===== src/rtl/result_drain.sv =====
// Drains ARRAYWIDTH rows from the systolic array output buffer. Each lane gets
// ReLU, an arithmetic shift and saturation, and each row is written to result memory.
module result_drain #(
  parameter int ARRAYWIDTH = 4,
  parameter int IN_W       = 32,
  parameter int OUT_W      = 8,
  parameter int ADDR_W     = 16,
  parameter int ROW_STRIDE = 1,
  parameter int FIFO_DEPTH = 2
) (
  input  logic                        clk,
  input  logic                        rst,
  input  logic                        start,
  input  logic [ADDR_W-1:0]           base_addr,
  input  logic                        relu_en,
  input  logic [$clog2(IN_W)-1:0]     shift_amt,
  input  logic [ARRAYWIDTH*IN_W-1:0]  out_res,
  output logic                        out_en,
  output logic                        wr_valid,
  input  logic                        wr_ready,
  output logic [ADDR_W-1:0]           wr_addr,
  output logic [ARRAYWIDTH*OUT_W-1:0] wr_data,
  output logic                        busy,
  output logic                        done
);

  localparam int SH_W  = $clog2(IN_W);
  localparam int CNT_W = $clog2(ARRAYWIDTH + 1);
  localparam int PTR_W = (FIFO_DEPTH > 1) ? $clog2(FIFO_DEPTH) : 1;
  localparam int FC_W  = $clog2(FIFO_DEPTH + 1);
  localparam int OCC_W = $clog2(FIFO_DEPTH + 2);
  localparam int ROW_W = ARRAYWIDTH * OUT_W;

  localparam logic signed [IN_W-1:0] SAT_MAX  = IN_W'((2 ** (OUT_W - 1)) - 1);
  localparam logic signed [IN_W-1:0] SAT_MIN  = ~SAT_MAX;
  localparam logic [CNT_W-1:0]       LAST_ROW = CNT_W'(ARRAYWIDTH - 1);
  localparam logic [PTR_W-1:0]       LAST_PTR = PTR_W'(FIFO_DEPTH - 1);

  typedef enum logic [1:0] {S_IDLE, S_DRAIN, S_FLUSH, S_DONE} state_t;

  function automatic logic signed [IN_W-1:0] relu_shift(
    input logic signed [IN_W-1:0] x,
    input logic                   relu,
    input logic [SH_W-1:0]        sh
  );
    logic signed [IN_W-1:0] v;
    v = (relu && x[IN_W-1]) ? '0 : x;
    return v >>> sh;
  endfunction

  function automatic logic [OUT_W-1:0] saturate(input logic signed [IN_W-1:0] y);
    if (y > SAT_MAX)      return SAT_MAX[OUT_W-1:0];
    else if (y < SAT_MIN) return SAT_MIN[OUT_W-1:0];
    else                  return y[OUT_W-1:0];
  endfunction

  function automatic logic [PTR_W-1:0] ptr_inc(input logic [PTR_W-1:0] p);
    return (p == LAST_PTR) ? '0 : p + 1'b1;
  endfunction

  state_t             state_q, state_d;
  logic [ADDR_W-1:0]  base_q, base_d;
  logic               relu_q, relu_d;
  logic [SH_W-1:0]    shift_q, shift_d;
  logic [CNT_W-1:0]   iss_cnt_q, iss_cnt_d;
  logic [CNT_W-1:0]   wr_cnt_q, wr_cnt_d;
  logic               pipe_vld_q, pipe_vld_d;
  logic [PTR_W-1:0]   rd_ptr_q, rd_ptr_d;
  logic [PTR_W-1:0]   wr_ptr_q, wr_ptr_d;
  logic [FC_W-1:0]    fifo_cnt_q, fifo_cnt_d;
  logic [ROW_W-1:0]   pipe_row_q;
  logic [ROW_W-1:0]   fifo_q [FIFO_DEPTH];

  logic               not_empty;
  logic               pop;
  logic               push;
  logic               issue;
  logic [OCC_W-1:0]   occ;
  logic [ROW_W-1:0]   proc_row;

  always_comb begin
    proc_row = '0;
    for (int i = 0; i < ARRAYWIDTH; i++) begin
      proc_row[i*OUT_W +: OUT_W] =
        saturate(relu_shift($signed(out_res[i*IN_W +: IN_W]), relu_q, shift_q));
    end
  end

  // Issue only when the row cannot overrun the FIFO; counting this cycle's
  // pop makes out_en depend combinationally on wr_ready, keeping one row per cycle.
  assign not_empty = (fifo_cnt_q != '0);
  assign pop       = not_empty & wr_ready;
  assign push      = pipe_vld_q;
  assign occ       = OCC_W'(fifo_cnt_q) + OCC_W'(pipe_vld_q);
  assign issue     = (state_q == S_DRAIN) && ((occ - OCC_W'(pop)) < OCC_W'(FIFO_DEPTH));

  always_ff @(posedge clk or posedge rst) begin
    if (rst) state_q <= S_IDLE;
    else     state_q <= state_d;
  end

  always_comb begin
    state_d = state_q;
    case (state_q)
      S_IDLE:  if (start) state_d = S_DRAIN;
      S_DRAIN: if (issue && (iss_cnt_q == LAST_ROW)) state_d = S_FLUSH;
      S_FLUSH: if (pop && (wr_cnt_q == LAST_ROW)) state_d = S_DONE;
      S_DONE:  state_d = S_IDLE;
      default: state_d = S_IDLE;
    endcase
  end

  always_comb begin
    out_en   = issue;
    busy     = (state_q == S_DRAIN) || (state_q == S_FLUSH);
    done     = (state_q == S_DONE);
    wr_valid = not_empty;
    wr_data  = not_empty ? fifo_q[rd_ptr_q] : '0;
    wr_addr  = not_empty ? (base_q + ADDR_W'(wr_cnt_q) * ADDR_W'(ROW_STRIDE)) : '0;
  end

  always_comb begin
    base_d     = base_q;
    relu_d     = relu_q;
    shift_d    = shift_q;
    iss_cnt_d  = iss_cnt_q;
    wr_cnt_d   = wr_cnt_q;
    rd_ptr_d   = rd_ptr_q;
    wr_ptr_d   = wr_ptr_q;
    pipe_vld_d = issue;
    if ((state_q == S_IDLE) && start) begin
      base_d    = base_addr;
      relu_d    = relu_en;
      shift_d   = shift_amt;
      iss_cnt_d = '0;
      wr_cnt_d  = '0;
    end
    if (issue) iss_cnt_d = iss_cnt_q + 1'b1;
    if (pop) begin
      wr_cnt_d = wr_cnt_q + 1'b1;
      rd_ptr_d = ptr_inc(rd_ptr_q);
    end
    if (push) wr_ptr_d = ptr_inc(wr_ptr_q);
    fifo_cnt_d = fifo_cnt_q + FC_W'(push) - FC_W'(pop);
  end

  always_ff @(posedge clk or posedge rst) begin
    if (rst) begin
      base_q     <= '0;
      relu_q     <= 1'b0;
      shift_q    <= '0;
      iss_cnt_q  <= '0;
      wr_cnt_q   <= '0;
      pipe_vld_q <= 1'b0;
      rd_ptr_q   <= '0;
      wr_ptr_q   <= '0;
      fifo_cnt_q <= '0;
    end else begin
      base_q     <= base_d;
      relu_q     <= relu_d;
      shift_q    <= shift_d;
      iss_cnt_q  <= iss_cnt_d;
      wr_cnt_q   <= wr_cnt_d;
      pipe_vld_q <= pipe_vld_d;
      rd_ptr_q   <= rd_ptr_d;
      wr_ptr_q   <= wr_ptr_d;
      fifo_cnt_q <= fifo_cnt_d;
    end
  end

  // Row payloads carry no reset; the valid bits and FIFO count qualify them.
  always_ff @(posedge clk) begin
    if (issue) pipe_row_q <= proc_row;
    if (push)  fifo_q[wr_ptr_q] <= pipe_row_q;
  end

endmodule


===== config.mk =====
export PLATFORM = sky130hd
export DESIGN_NAME = result_drain
export DESIGN_NICKNAME = d
export VERILOG_FILES = /design/src/rtl/result_drain.sv
export SDC_FILE = /design/constraint.sdc
export NUM_CORES = 1
export LEC_CHECK = 0
export CAP_MARGIN = 20
export CORE_ASPECT_RATIO = 1.75
export CORE_UTILIZATION = 25
export DETAILED_ROUTE_END_ITERATION = 8
export HOLD_SLACK_MARGIN = 0.06
export PLACE_DENSITY = 0.5
export SYNTH_ARGS = -nofsm -noshare
export SYNTH_HDL_FRONTEND = slang
export SYNTH_SLANG_ARGS = --single-unit

===== constraint.sdc =====
create_clock -name clk -period 3.26 [get_ports clk]
set_clock_uncertainty 0.1 [all_clocks]
set_input_delay 0.326 -clock clk [delete_from_list [all_inputs] [get_ports clk]]
set_output_delay 0.326 -clock clk [all_outputs]
set_load 0.05 [all_outputs]

Yosys cells after proc, flatten, opt, wreduce, memory -nomap -nowiden
Memories as Yosys holds them, arrays and structs flattened. Cells that the tools add are included.

$add $sub $neg: 7. $mul: 0. Divide/modulo/power cells: 0. $lt $le $gt $ge: 9. Equal/unequal tests: 8. Shift operators: 4. Multiplexer cells: 21. Bitwise logic cells: 1. Reduce and logical (&&, ||, !) cells: 14.

Operators with widths (count): two-way mux 32 bit (5); > comparator 32 x 8 -> 1 bit, second input constant (4); < comparator 32 x 8 -> 1 bit, second input constant (4); >>> shifter 32 x 5 -> 32 bit (4); two-way mux 8 bit (4); adder 16 x 3 -> 16 bit (1); two-way mux 16 bit (1); two-way mux 3 bit (3); logical AND 1 bit (8); one-hot mux 2 bit (4 select lines) (1); adder 3 x 1 -> 3 bit, second input constant (2); == test 3 x 2 -> 1 bit, second input constant (2); two-way mux 2 bit (3); nonzero test 2 bit (3); == test 2 bit, second input constant (2); two-way mux 1 bit (4); != test 2 bit, second input constant (2); AND reduction 3 bit (1); adder 1 bit, second input constant (2); adder 2 x 1 -> 2 bit (1); == test 2 x 1 -> 1 bit, second input constant (1); logical NOT 2 bit (1); < comparator 2 bit, second input constant (1); != test 2 x 1 -> 1 bit, second input constant (1); 3 further kinds (3).

Register bits after elaboration: 67. Latch bits: 0. Bits in writable memories: 64. ROM bits: 0. Output and inout bits: 52. Logic and storage cells: 79. Memories kept: 1.

Memories: fifo_q (depth 2, bits a word 32, rd ports 1, clocked after Yosys merged registers in 0, wr ports 1, RTL line 72) `logic [ROW_W-1:0] fifo_q [FIFO_DEPTH];`.

Longest topological paths before layout
Gate-level depths: netlist of the first run.

Word-level depth: 8. Gate-level depth with buffers: 16.

Worst setup path after synthesis of the first run
Ideal clock, no wire load.

Path kind: register to register. Start: reg fifo_cnt_q[1]. End: reg pipe_row_q[0], enable pin. Library setup time: 0.402 ns. Arrival time: 2.994 ns. Setup slack: -0.236 ns. Stages on the path, launching flop included: 12. Period minus slack after synthesis: 3.496 ns. Path through: dfrtp_1 -> nor2_1 -> inv_1 -> nand2_1 -> inv_1 -> ha_1 -> inv_1 -> ha_1 -> xor2_1 -> xnor2_1 -> nand2_1 -> inv_1.

Cells in the longest elaborated chain, start to end: 5. Elaborated cells between the ends (all ways): 6. Those cells by class: add/sub (2); order compare (1); bitwise (1); reduce/logical (2).

RTL lines: from (decl) (RTL line 70) `logic [FC_W-1:0] fifo_cnt_q, fifo_cnt_d;`; from (signal assigned) (RTL line 167) `fifo_cnt_q <= fifo_cnt_d;`; nonzero test 2 bit (RTL line 91) `assign not_empty = (fifo_cnt_q != '0);`; named net wr_valid (RTL line 19) `output logic wr_valid,`; bitwise AND 1 bit (RTL line 92) `assign pop = not_empty & wr_ready;`; named net pop (RTL line 75) `logic pop;`; subtractor 2 x 1 -> 2 bit (RTL line 95) `assign issue = (state_q == S_DRAIN) && ((occ - OCC_W'(pop)) < OCC_W'(FIFO_DEPTH));`; < comparator 2 bit (RTL line 95); logical AND 1 bit (RTL line 95); named net out_en (RTL line 18) `output logic out_en,`; to (signal assigned) (RTL line 173) `if (issue) pipe_row_q <= proc_row;`; to (decl) (RTL line 71) `logic [ROW_W-1:0] pipe_row_q;`.

The timed path passes the listed nets, and every way through them passes these cells. A chain may end at the register's enable or synchronous reset.

Final worst setup path of the first run
Start: reg shift_q[0]. End: reg pipe_row_q[6], data pin.

Cells in the longest elaborated chain, start to end: 3. Elaborated cells between the ends (all ways): 4. Those cells by class: order compare (2); shift (1); mux (1).

RTL lines: from (decl) (RTL line 64) `logic [SH_W-1:0] shift_q, shift_d;`; from (signal assigned) (RTL line 161) `shift_q <= shift_d;`; >>> shifter 32 x 5 -> 32 bit (*) (RTL line 48) `return v >>> sh;`; < comparator 32 x 8 -> 1 bit (RTL line 53) `else if (y < SAT_MIN) return SAT_MIN[OUT_W-1:0];`; two-way mux 8 bit (RTL line 53).

Every way passes the cells marked *; elsewhere a longest branch is shown, timed or not.

==> results of run 1 <==
-- registers in the layout, indices dropped and copies added, names as in the netlist --
signal	count
base_q	16
rd_ptr_q	1
relu_q	1
wr_ptr_q	1
pipe_vld_q	1
wr_cnt_q	3
iss_cnt_q	3
shift_q	5
fifo_q	64
fifo_cnt_q	2
pipe_row_q	32
state_q	2
-- critical path, cell delays in order, from the launching register on --
cell and delay, ns:
dfrtp_4 0.52, buf_12 0.17, buf_16 0.16, buf_16 0.16
mux2i_4 0.18, mux4_2 0.54, o22a_1 0.23, nand4bb_1 0.20
nor4_2 0.29, o2111ai_1 0.18, o41a_1 0.59, a21oi_2 0.17
-- cell usage after synthesis, types with 14 or more instances --
cell      count
o211ai_1     19
inv_1        24
o22ai_1      30
edfxtp_1     96
mux2_2       77
and2_1       18
ha_1         14
clkbuf_1     73
nand2_1     132
nand3_1      30
a211oi_1     21
a21oi_1      60
o21ai_0      65
nor4_1       14
buf_2        18
nor2_1      140
mux2i_1     144
a22oi_1      33
nor3_1       23
buf_1        22
mux4_2       73
nand2b_1     14
dfrtp_1      35
a221oi_1     18
-- metal layers --
layer  track usage [%]  vias to the layer above  routed length [µm]
met5                 0                        -                   0
met4              10.1                        0                3140
met3              1.93                      129                2710
met2              38.6                      523               31300
met1              26.1                     7184               24400
li1                  -                     6849                   -
-- worst max-delay path by stage --
stage,from,to,slack [ns],cells after the start
after CTS,shift_q[0],pipe_row_q[27],-0.44,9
final,shift_q[0],pipe_row_q[6],-0.42,11
after global placement,out_res[62],pipe_row_q[8],-0.57,13
after global routing,shift_q[0],pipe_row_q[1],-0.52,11
after detailed placement,out_res[62],pipe_row_q[8],-0.68,13
after floorplan,shift_q[0],pipe_row_q[10],-0.06,12
-- layout make-up --
class / count / area [µm²]
clock buffer: 24 / 547
clock inverter: 8 / 57.6
fill: 5378 / 32900
inverter: 25 / 98.8
multi-input combinational: 1157 / 9790
sequential: 131 / 3770
tap: 690 / 863
timing repair buffer: 701 / 6130
-- cell families (layout without fill, tap and decap cells) --
logic type,after synthesis,after routing,share of synthesized area [%]
mux,297,297,29.3
fa+ha+maj,15,15,1.43
buf+inv,158,758,5.34
flops,131,131,27.5
simple gates,433,433,14.7
xor+xnor,14,14,0.897
compound gates,398,398,20.9
-- what timing repair did --
action	4_1_cts	5_1_grt
pin swaps	9	20
setup buffers	8	27
gates cloned	2	2
gates resized for setup	52	73
endpoints found under the setup margin	36	29
-- cell usage in the layout (no fill, tap or decap), drive strengths merged, types with 18 or more instances in the layout --
| cell | instances |
|---|---|
| a211oi | 21 |
| a21oi | 60 |
| a221oi | 18 |
| a22oi | 33 |
| and2 | 18 |
| buf | 499 |
| clkbuf | 26 |
| clkdlybuf4s50 | 192 |
| dfrtp | 35 |
| edfxtp | 96 |
| inv | 26 |
| mux2 | 79 |
| mux2i | 145 |
| mux4 | 73 |
| nand2 | 132 |
| nand3 | 30 |
| nor2 | 140 |
| nor3 | 24 |
| o211ai | 19 |
| o21ai | 76 |
| o22ai | 30 |
-- power by group --
group / leakage (nW) / total (mW) / switching, mW / internal [mW]
clock network: 0.302 / 1.86 / 0.686 / 1.18
registers: 1.28 / 2.95 / 0.429 / 2.52
logic: 7.00 / 21.1 / 11.5 / 9.59
total: 8.58 / 25.9 / 12.6 / 13.3
-- metrics by stage --
| step | setup slack [ns] | total power [mW] | area [µm²] |
|---|---|---|---|
| finish | -0.424 | 25.9 | 21300 |
| global route | -0.518 | 27.2 | 21300 |
| CTS | -0.439 | 24.9 | 20600 |
| detailed placement | -0.677 | 22.4 | 19700 |
| global placement | -0.567 | 22.3 | 19700 |
| floorplan | -0.0574 | 13.8 | 13800 |
==> results.md, run 1 <==
Detailed routing:
- Using the TritonRoute via totals, the vias-per-cell ratio works out to 5.37.
- The first routing iteration left 1156 violations.
- The detailed-route via count is 14700.
- The total wire length after detailed routing is 61.6 mm.
- The first detailed-routing pass ran for 6 iterations.
- The count of nets left with antenna violations once routing finished came out at 0.
- In the routed design, unresolved DRC markers number 0.
- The detail-routed net length per standard cell is 22.5 µm.

Die:
- Measured along the y axis, the die boundary spans 311 µm.
- The number of top-level pins is 206.
- Row generation in the floorplan step produced 113 rows.
- The core region is 0.0542 mm².
- The die is 179 µm wide.
- For this configuration, the core starts out at a cell density of 25.2%.
- The die covers 0.0557 mm².

Clock network:
- The clock root buffer is clkbuf_16.
- Clock tree synthesis found a total of 131 sinks.
- The CTS tree is yes.
- For this design, the CTS-stage hold fixing added 0 buffers.
- The later pin in the worst-skew pair is clocked with a latency of 0.41 ns.
- The maximum level of the CTS H-tree is 4.
- The clock passes through at most 2 buffers.
- The total clock buffers created by CTS is 17.
- The clock-pin slew reported for the worst setup and hold paths after clock tree synthesis is 0.06 ns.

Synthesis:
- The area of the mapped netlist is 0.0137 mm².
- The warning count from the yosys run is 0.
- A synthesized cell averages 9.45 µm².
- The share of Yosys cell area claimed by the top area cell type is 21.1%.
- The cell type with the highest aggregate area in the netlist is edfxtp_1.
- The most common flop cell mapped by yosys is edfxtp_1.
- The async set-or-reset flop fraction in the synthesized netlist is 26.7%.
- In this run, synthesis inferred 96 flip-flops with an integrated enable.
- The gate count after technology mapping is 1446.
- The distinct cell type count after synthesis is 87.
- The synthesized design contains 131 register bits.
- The share of the Yosys chip area taken by registers is 27.5%.
- After synthesis, the cell types taking the most area are edfxtp_1, mux4_2, mux2i_1, dfrtp_1, mux2_2.
- The number of nets produced by synthesis is 1615.

Setup path:
- The worst register-to-register path ends at pipe_row_q[6].
- The number of cells on the worst reg-to-reg path is 11.
- The worst setup path is launched from a register.
- The setup slack of the worst register-to-register path is -0.42 ns.
- The signal arrival time at the worst endpoint is 3.84 ns.
- The endpoint type of the worst setup path is a register.
- The maximum net fanout on the critical path is 8.
- Data on the critical path is required at its endpoint by 3.42 ns.
- The classification of the worst setup path is reg -> reg.
- The startpoint of the most critical register-to-register path is shift_q[0].

Power and ir drop:
- In this run the static leakage power is 8.58 nW.
- The power per cell area is 1220 mW/mm².
- VDD sags by at most 0.584 mV.

STA:
- After layout, the worst path uses 113% of the clock period.
- For the pin with the worst max-slew slack, the measured transition is 0.745 ns.
- For the finished layout, the period the worst path requires is 3.68 ns.
- The setup TNS is -9.76 ns.
- The upper clock frequency limit is 271 MHz.
- In this run the tightest slew margin relative to its limit is 49.1%.
- The final hold slack is 0.220 ns.
- Setup repair after global routing could not meet its margin everywhere.
- Setup violations remaining at the end of the flow were counted as 28.
- In the post-route analysis, the smallest setup slack over all paths is -0.424 ns.
- The final count of pins violating max slew was 0.
- The final-report hold violation count came to 0.

GRT:
- The global-route wire length before repair is 91.4 mm.
- The pin count of the biggest net entering global routing is 47.
- Global routing used 21.8% of the available tracks across all layers.
- The total overflow left after global routing is 0.
- The number of antenna violations at the first check in global routing was 1.
- The via count of the first global-routing pass was 14800.

Status:
- The checks that failed: negative setup slack.
- The flow ran to the end, but the final reports show violations.

Placed design:
- Port buffering added 205 buffers.
- The number of placed instances, taps included is 2667.
- The HPWL after detailed placement is 50.1 mm.
- The congestion estimate from routability-driven global placement came to 0.949.

Cells and area:
- The layout net count is 2202.
- The share of post-route cells with drive strength above 1 is 39.5%.
- Cells fill 39.3% of the core in the end.
- The number of inserted diodes is 0.
- Excluding fillers, the count of instances in the completed layout stands at 2736.
- Relative to the synthesized area, the layout overhead comes to 55.5%.

Job:
- The reported max-cap violation count is 0.

Hold path:
- In this run the worst hold path is classified as in -> async.
Note: power is estimated with default switching activity, not from simulation.
==> run 2: changes to the inputs <==
--- a/config.mk
+++ b/config.mk
@@ -7,6 +7,7 @@
 export LEC_CHECK = 0
 export CAP_MARGIN = 20
 export CORE_ASPECT_RATIO = 1.75
+export CORE_MARGIN = 4
 export CORE_UTILIZATION = 25
 export DETAILED_ROUTE_END_ITERATION = 8
 export HOLD_SLACK_MARGIN = 0.06
==> run 2 against run 1 <==
Against the previous run: cell count is 1.3% lower; sequential share of layout area is 0.051 points higher; via count is 0.94% lower; first-iteration DRC count is 7.4% lower; critical path type unchanged; the run still ends with negative setup slack left.
==> results.md, run 2 (synthesized netlist as in run 1, its figures left out) <==
Cells and area:
- The number of flip-flops under the largest register name came to 64 (unchanged).
- The largest registers in the layout are fifo_q (64), pipe_row_q (32), base_q (16).
- The post-layout instance count excluding filler cells came to 2701 (-1.3%).
- The number of inserted diodes is 0 (unchanged).
- The area growth from synthesis to layout is 55.0%.
- The layout net count is 2167 (-1.6%).
- The final design area excluding fillers was 0.0212 mm² (-0.29%).
- The library cells used most frequently in the layout, excluding fill and tap cells, are buf_4, clkdlybuf4s50_1, nor2_1.
- The share of post-route cells with drive strength above 1 is 38.1% (-1.4 points).
- The most flop-heavy register is fifo_q.
- Leaving out fill and tap cells, the most frequent cell in the layout is buf_4.
- The fraction of the core area covered by cells at the end of the flow came to 39.1% (-0.11 points).

Setup path:
- The required time reported for the critical path endpoint is 3.31 ns (-0.11 ns).
- The signal arrival time at the worst endpoint is 3.69 ns (-0.15 ns).
- In this run the critical register-to-register path is captured at pipe_row_q[4].
- The nature of the critical path startpoint is a register.
- The cell depth of the worst flop-to-flop path is 12 (+1).
- The maximum net fanout on the critical path is 7 (-1).
- The endpoint type of the worst setup path is a register.
- In this run the worst setup path begins at shift_q[0].
- The startpoint identified for the worst register-to-register timing path is shift_q[0].
- The setup slack of the worst register-to-register path is -0.38 ns (+0.05 ns).
- The classification of the worst setup path is reg -> reg.

Detailed routing:
- The mean number of vias per cell is 5.39 (+0.34%).
- The detail-routed net length per standard cell came to 22.8 µm (+1.3%).
- The detailed-route via count is 14500 (-0.94%).
- The number of nets still failing antenna checks after routing is 0 (unchanged).
- The total wire length after detailed routing is 61.6 mm (about the same).
- The number of remaining DRC errors came to 0 (unchanged).
- The first-iteration detailed-routing DRC count came to 1071 (-7.4%).
- The count of TritonRoute iterations in the first routing pass came to 5 (-1).

Die:
- The die area was 0.0586 mm² (+5.3%).
- The starting density of the core is 25.2% (unchanged).
- The area of the placeable core is 0.0542 mm² (unchanged).
- The width of the die is 185 µm (+3.4%).
- The number of placement rows came to 113 (unchanged).
- The number of top-level pins came to 206 (unchanged).
- The die boundary height is 317 µm (+1.9%).

Clock network:
- The number of clock sinks seen by CTS is 131 (unchanged).
- The clock root buffer is clkbuf_16.
- The maximum level of the CTS H-tree is 4 (unchanged).
- The clock tree buffer depth is 2 (unchanged).
- The source-to-sink clock delay at the later pin of the worst-skew pair was 0.42 ns (about the same).
- TritonCTS built the clock tree.
- The clock-pin slew reported for the worst setup and hold paths after clock tree synthesis is 0.07 ns (about the same).
- The total clock buffers created by CTS is 17 (unchanged).

Status:
- The run finished, with violations left.
- The checks that failed: negative setup slack.

GRT:
- The leftover overflow at the end of global routing came to 0 (unchanged).
- The total global-route track usage is 20.5% (-1.3 points).
- The number of antenna violations at the first check in global routing is 0 (-1).
- The via count of the first global-routing pass is 14900 (+0.66%).
- The pin count of the biggest net entering global routing is 47 (unchanged).
- The global-route wire length before repair is 92.6 mm (+1.3%).

Placed design:
- The number of buffers added on ports is 205 (unchanged).
- The post-placement cell area is 0.0195 mm² (-0.87%).
- The number of placed instances, taps included came to 2633 (-1.3%).
- The post-placement setup slack came to -0.557 ns (+0.121 ns).
- The routability congestion estimate came to 0.921 (-3.0%).
- The final HPWL from detailed placement is 50.3 mm (+0.34%).

STA:
- The post-route clock period utilization is 112% (-1.5 points).
- The final-report hold violation count came to 0 (unchanged).
- The pin slew with the least headroom to its limit came to 0.964 ns (+0.219 ns).
- The setup TNS is -8.14 ns (+1.61 ns).
- The number of setup violations in the final report is 28 (unchanged).
- The final count of pins violating max slew is 0 (unchanged).
- Setup repair after global routing could not meet its margin everywhere.
- The final worst slack came to -0.376 ns (+0.0488 ns).
- The clock period minus worst slack came to 3.64 ns (-0.0488 ns).
- The upper clock frequency limit is 275 MHz (+1.3%).
- The worst relative slew slack was 35.7% (-13 points).

Power and ir drop:
- The largest vdd supply drop is 0.375 mV (-36%).
- The standby leakage power is 8.51 nW (-0.88%).
- The power per cell area came to 1220 mW/mm² (+0.41%).

Job:
- The reported max-cap violation count is 0 (unchanged).

Hold path:
- The tightest min-delay check is of the in -> async type.
==> run 2: changes by cell type in the layout (fill, tap and decap cells not counted), sizes merged <==
cell    delta
buf       -36
bufbuf     +1
clkbuf     -2
inv        +2
==> run 2: worst max path at each step <==
stage / endpoint / slack, ns
2_1_floorplan: pipe_row_q[10] / -0.06
3_3_place_gp: pipe_row_q[26] / -0.49
3_5_place_dp: pipe_row_q[30] / -0.56
4_1_cts: pipe_row_q[29] / -0.40
5_1_grt: pipe_row_q[4] / -0.44
6_report: pipe_row_q[4] / -0.38
==> run 2: cell type report <==
cell class	count	area (µm²)
Inverter	25	100
Tap cell	690	863
Multi-Input combinational cell	1157	9780
Clock buffer	22	551
Sequential cell	131	3770
Fill cell	5373	33000
Timing Repair Buffer	666	6050
Clock inverter	10	76.3
==> run 2: through the flow <==
| step | power (mW) | hold slack [ns] |
|---|---|---|
| after floorplan | 13.8 | 0.321 |
| after global placement | 22.2 | 0.325 |
| after detailed placement | 22.2 | 0.330 |
| after CTS | 25.4 | 0.204 |
| after global routing | 27.3 | 0.243 |
| final | 25.9 | 0.192 |
==> run 2: layer usage <==
layer	vias up	GRT usage, %	routed length [µm]
met4	0	7.86	2700
met5	-	0	0
met3	129	1.97	2780
met2	506	36.9	31300
li1	6804	-	-
met1	7108	25.0	24800
==> run 2: where the power goes <==
part	internal, mW	leakage (nW)	switching (mW)
sequential	2.52	1.28	0.433
clock	1.21	0.313	0.722
combinational	9.61	6.92	11.4
==> run 2: repair_timing <==
item | in CTS | in global routing
buffers inserted | 24 | 8
resized for setup | 102 | 38
hold buffers | 0 | 0
endpoints found under the setup margin | 36 | 29
gates cloned | 4 | 2
pin swaps | 28 | 15
==> run 2: critical path: stages (launching register included) <==
cell	delay, ns
dfrtp_4	0.54
buf_8	0.16
buf_12	0.13
buf_8	0.13
mux2_4	0.32
o211ai_1	0.22
buf_4	0.20
o21ai_0	0.14
a221o_1	0.34
or4_4	0.55
o41ai_4	0.27
buf_6	0.19
a21oi_1	0.07
==> run 3: changes to the inputs <==
--- a/config.mk
+++ b/config.mk
@@ -12,6 +12,7 @@
 export DETAILED_ROUTE_END_ITERATION = 8
 export HOLD_SLACK_MARGIN = 0.06
 export PLACE_DENSITY = 0.5
+export SETUP_SLACK_MARGIN = 0.5
 export SYNTH_ARGS = -nofsm -noshare
 export SYNTH_HDL_FRONTEND = slang
 export SYNTH_SLANG_ARGS = --single-unit
==> run 3 against run 2 <==
Against the previous run: register-to-register slack improved by 0.04 ns; die area unchanged; combinational power about the same; highest routed layer unchanged; critical path depth decreased by 1; first-iteration DRC count decreased by 17%; final area decreased by 0.93%; the flow still finishes with violations (negative setup slack).
==> results.md, run 3 (synthesized netlist as in run 1, its figures left out) <==
Setup path:
- The cell depth of the worst flop-to-flop path is 11 (-1).
- Traced cell by cell, the critical path runs through buf_12, buf_4, mux4_2, nand2_1, nand2_1, a311o_1, or4_4, or4_4, o41ai_4, buf_4, o21ai_1.
- The classification of the worst setup path is reg -> reg.
- The startpoint identified for the worst register-to-register timing path is shift_q[0].
- The endpoint type of the worst setup path is a register.
- The kind of cell adding the most delay to the critical path is simple AND/OR/NAND/NOR gates.
- The setup slack of the worst register-to-register path came to -0.34 ns (+0.04 ns).
- The required time reported for the critical path endpoint is 3.31 ns (about the same).
- The delay of the slowest critical-path stage is 0.50 ns (-0.05 ns).
- The cell type of the slowest stage on the worst timing path is mux4_2.
- The count of buffer and inverter cells on the critical path is 3 (-2).
- The worst setup path is launched from a register.
- The maximum net fanout on the critical path was 14 (+7).
- The signal arrival time at the worst endpoint was 3.65 ns (-0.04 ns).
- The worst register-to-register path ends at pipe_row_q[27].

STA:
- The upper clock frequency limit is 278 MHz (+0.98%).
- The final-report hold violation count is 0 (unchanged).
- The final count of pins violating max slew is 0 (unchanged).
- The final worst slack is -0.340 ns (+0.0352 ns).
- The number of setup violations in the final report is 28 (unchanged).
- The pin slew with the least headroom to its limit is 0.640 ns (-0.324 ns).
- The clock period minus worst slack is 3.60 ns (-0.0352 ns).
- The post-route clock period utilization is 110% (-1.1 points).
- The worst relative slew slack is 56.9% (+21 points).
- Setup repair after global routing could not meet its margin everywhere.

Cells and area:
- The largest registers in the layout are fifo_q (64), pipe_row_q (32), base_q (16).
- The number of flip-flops under the largest register name is 64 (unchanged).
- The layout net count is 2169 (+0.092%).
- The leading cell type in the layout, fill and taps excluded is buf_4.
- Counting flops per register, the top entry is fifo_q.
- From synthesis to final layout, the design area changed by 53.6%.
- Leaving out fill and tap cells, the most frequent cells in the layout are buf_4, clkdlybuf4s50_1, nor2_1, mux2i_1, nand2_1.
- The share of post-route cells with drive strength above 1 is 37.3% (-0.83 points).
- The fraction of the core area covered by cells at the end of the flow is 38.8% (-0.36 points).

Power and ir drop:
- The largest vdd supply drop is 0.477 mV (+27%).
- The standby leakage power is 8.64 nW (+1.6%).
- The power per cell area is 1220 mW/mm² (-0.48%).

Clock network:
- The clock-pin slew reported for the worst setup and hold paths after clock tree synthesis is 0.06 ns (about the same).
- The maximum level of the CTS H-tree came to 4 (unchanged).
- The clock tree buffer depth is 2 (unchanged).
- TritonCTS built the clock tree.
- The clock root buffer is clkbuf_16.
- The total clock buffers created by CTS is 17 (unchanged).
- The number of clock sinks seen by CTS was 131 (unchanged).
- The source-to-sink clock delay at the later pin of the worst-skew pair is 0.42 ns (about the same).

GRT:
- The pin count of the biggest net entering global routing is 47 (unchanged).
- The global-route wire length before repair is 95.4 mm (+3.1%).
- The number of antenna violations at the first check in global routing is 1 (+1).
- The leftover overflow at the end of global routing is 0 (unchanged).
- The total global-route track usage came to 21.4% (+0.95 points).
- The via count of the first global-routing pass came to 15200 (+2.3%).

Hold path:
- The min-delay analysis places its worst path in the category reg -> reg.
- The start point of the worst hold path is pipe_row_q[15].
- The number of stages on the worst hold path is 0.
- The endpoint of the worst hold path is fifo_q[1][15].

Detailed routing:
- The detail-routed net length per standard cell is 23.9 µm (+4.9%).
- The mean number of vias per cell is 5.38 (-0.11%).
- The total wire length after detailed routing is 64.7 mm (+5.1%).
- The number of remaining DRC errors is 0 (unchanged).
- The count of TritonRoute iterations in the first routing pass was 5 (unchanged).
- The detailed-route via count is 14500 (unchanged).
- The number of nets still failing antenna checks after routing is 0 (unchanged).
- The first-iteration detailed-routing DRC count came to 888 (-17%).

Die:
- The number of placement rows is 113 (unchanged).
- The die boundary height was 317 µm (unchanged).
- The area of the placeable core was 0.0542 mm² (unchanged).
- The starting density of the core came to 25.2% (unchanged).
- The number of top-level pins is 206 (unchanged).
- The width of the die was 185 µm (unchanged).
- The die area is 0.0586 mm² (unchanged).

Placed design:
- The routability congestion estimate came to 0.971 (+5.4%).
- The post-placement setup slack was -0.506 ns (+0.0504 ns).
- The final HPWL from detailed placement is 52.5 mm (+4.4%).
- The number of buffers added on ports is 205 (unchanged).

Status:
- The checks that failed: negative setup slack.
- The run finished, with violations left.

Job:
- The reported max-cap violation count is 0 (unchanged).
-- run 3: cell types whose count changed in the layout (fill, tap and decap cells not counted), moves of 6 or more --
cell             delta
clkdlybuf4s50_1    -35
dlygate4sd2_1      +13
dlymetal6s2s_1     +12
o21ai_1            +10
o21ai_2            -10
mux2i_1             +9
buf_12              +8
mux2i_4             -6
o221ai_1            +6
-- run 3: layer usage --
| metal | vias up | track usage [%] | wire (µm) |
|---|---|---|---|
| met5 | - | 0 | 0 |
| met4 | 0 | 11.4 | 3510 |
| met3 | 142 | 2.41 | 2600 |
| met2 | 468 | 38.9 | 33500 |
| met1 | 7135 | 24.3 | 25100 |
| li1 | 6802 | - | - |
-- run 3: worst reg2reg max path, stage by stage (launching register included) --
cell     delay (ns)
dfrtp_4        0.47
buf_12         0.19
buf_4          0.14
mux4_2         0.50
nand2_1        0.08
nand2_1        0.11
a311o_1        0.38
or4_4          0.42
or4_4          0.46
o41ai_4        0.23
buf_4          0.19
o21ai_1        0.07
-- run 3: worst max path at each step --
stage,depth (start not counted),slack (ns),endpoint,from
final,11,-0.34,pipe_row_q[27],shift_q[0]
after CTS,10,-0.35,pipe_row_q[19],shift_q[0]
after global routing,10,-0.47,pipe_row_q[27],shift_q[0]
after floorplan,12,-0.05,pipe_row_q[10],shift_q[0]
after detailed placement,10,-0.51,pipe_row_q[27],out_res[124]
after global placement,12,-0.61,pipe_row_q[17],shift_q[0]
-- run 3: cell type report --
type / instances / area [µm²]
Fill cell: 5469 / 33200
Multi-Input combinational cell: 1157 / 9570
Timing Repair Buffer: 668 / 6080
Sequential cell: 131 / 3770
Tap cell: 690 / 863
Clock buffer: 24 / 536
Inverter: 25 / 106
Clock inverter: 8 / 57.6
Antenna cell: 1 / 2.50
-- run 3: through the flow --
step                      instances  TNS (ns)  power [mW]  instance area (µm²)  hold WS (ns)
after floorplan                1446    -0.535        13.8                13800         0.321
after global placement         2634    -12.62        22.6                19600         0.326
after detailed placement       2634    -11.94        22.6                19600         0.334
after CTS                      2685     -8.98        25.1                20600         0.340
after global routing           2704    -11.32        27.0                21000         0.353
final                          2704     -7.93        25.5                21000         0.345
-- run 3: report_power, final --
| part | internal [mW] | leakage [nW] | switching, mW |
|---|---|---|---|
| logic | 9.39 | 7.06 | 11.3 |
| registers | 2.53 | 1.28 | 0.415 |
| clock network | 1.16 | 0.298 | 0.734 |
-- run 3: repair_timing --
item	in CTS	in global routing
gates resized for setup	84	56
cloned	2	1
setup buffers	17	15
pin swaps	9	13
setup endpoints to repair	101	83
hold endpoints to repair	0	1
hold buffers	0	1
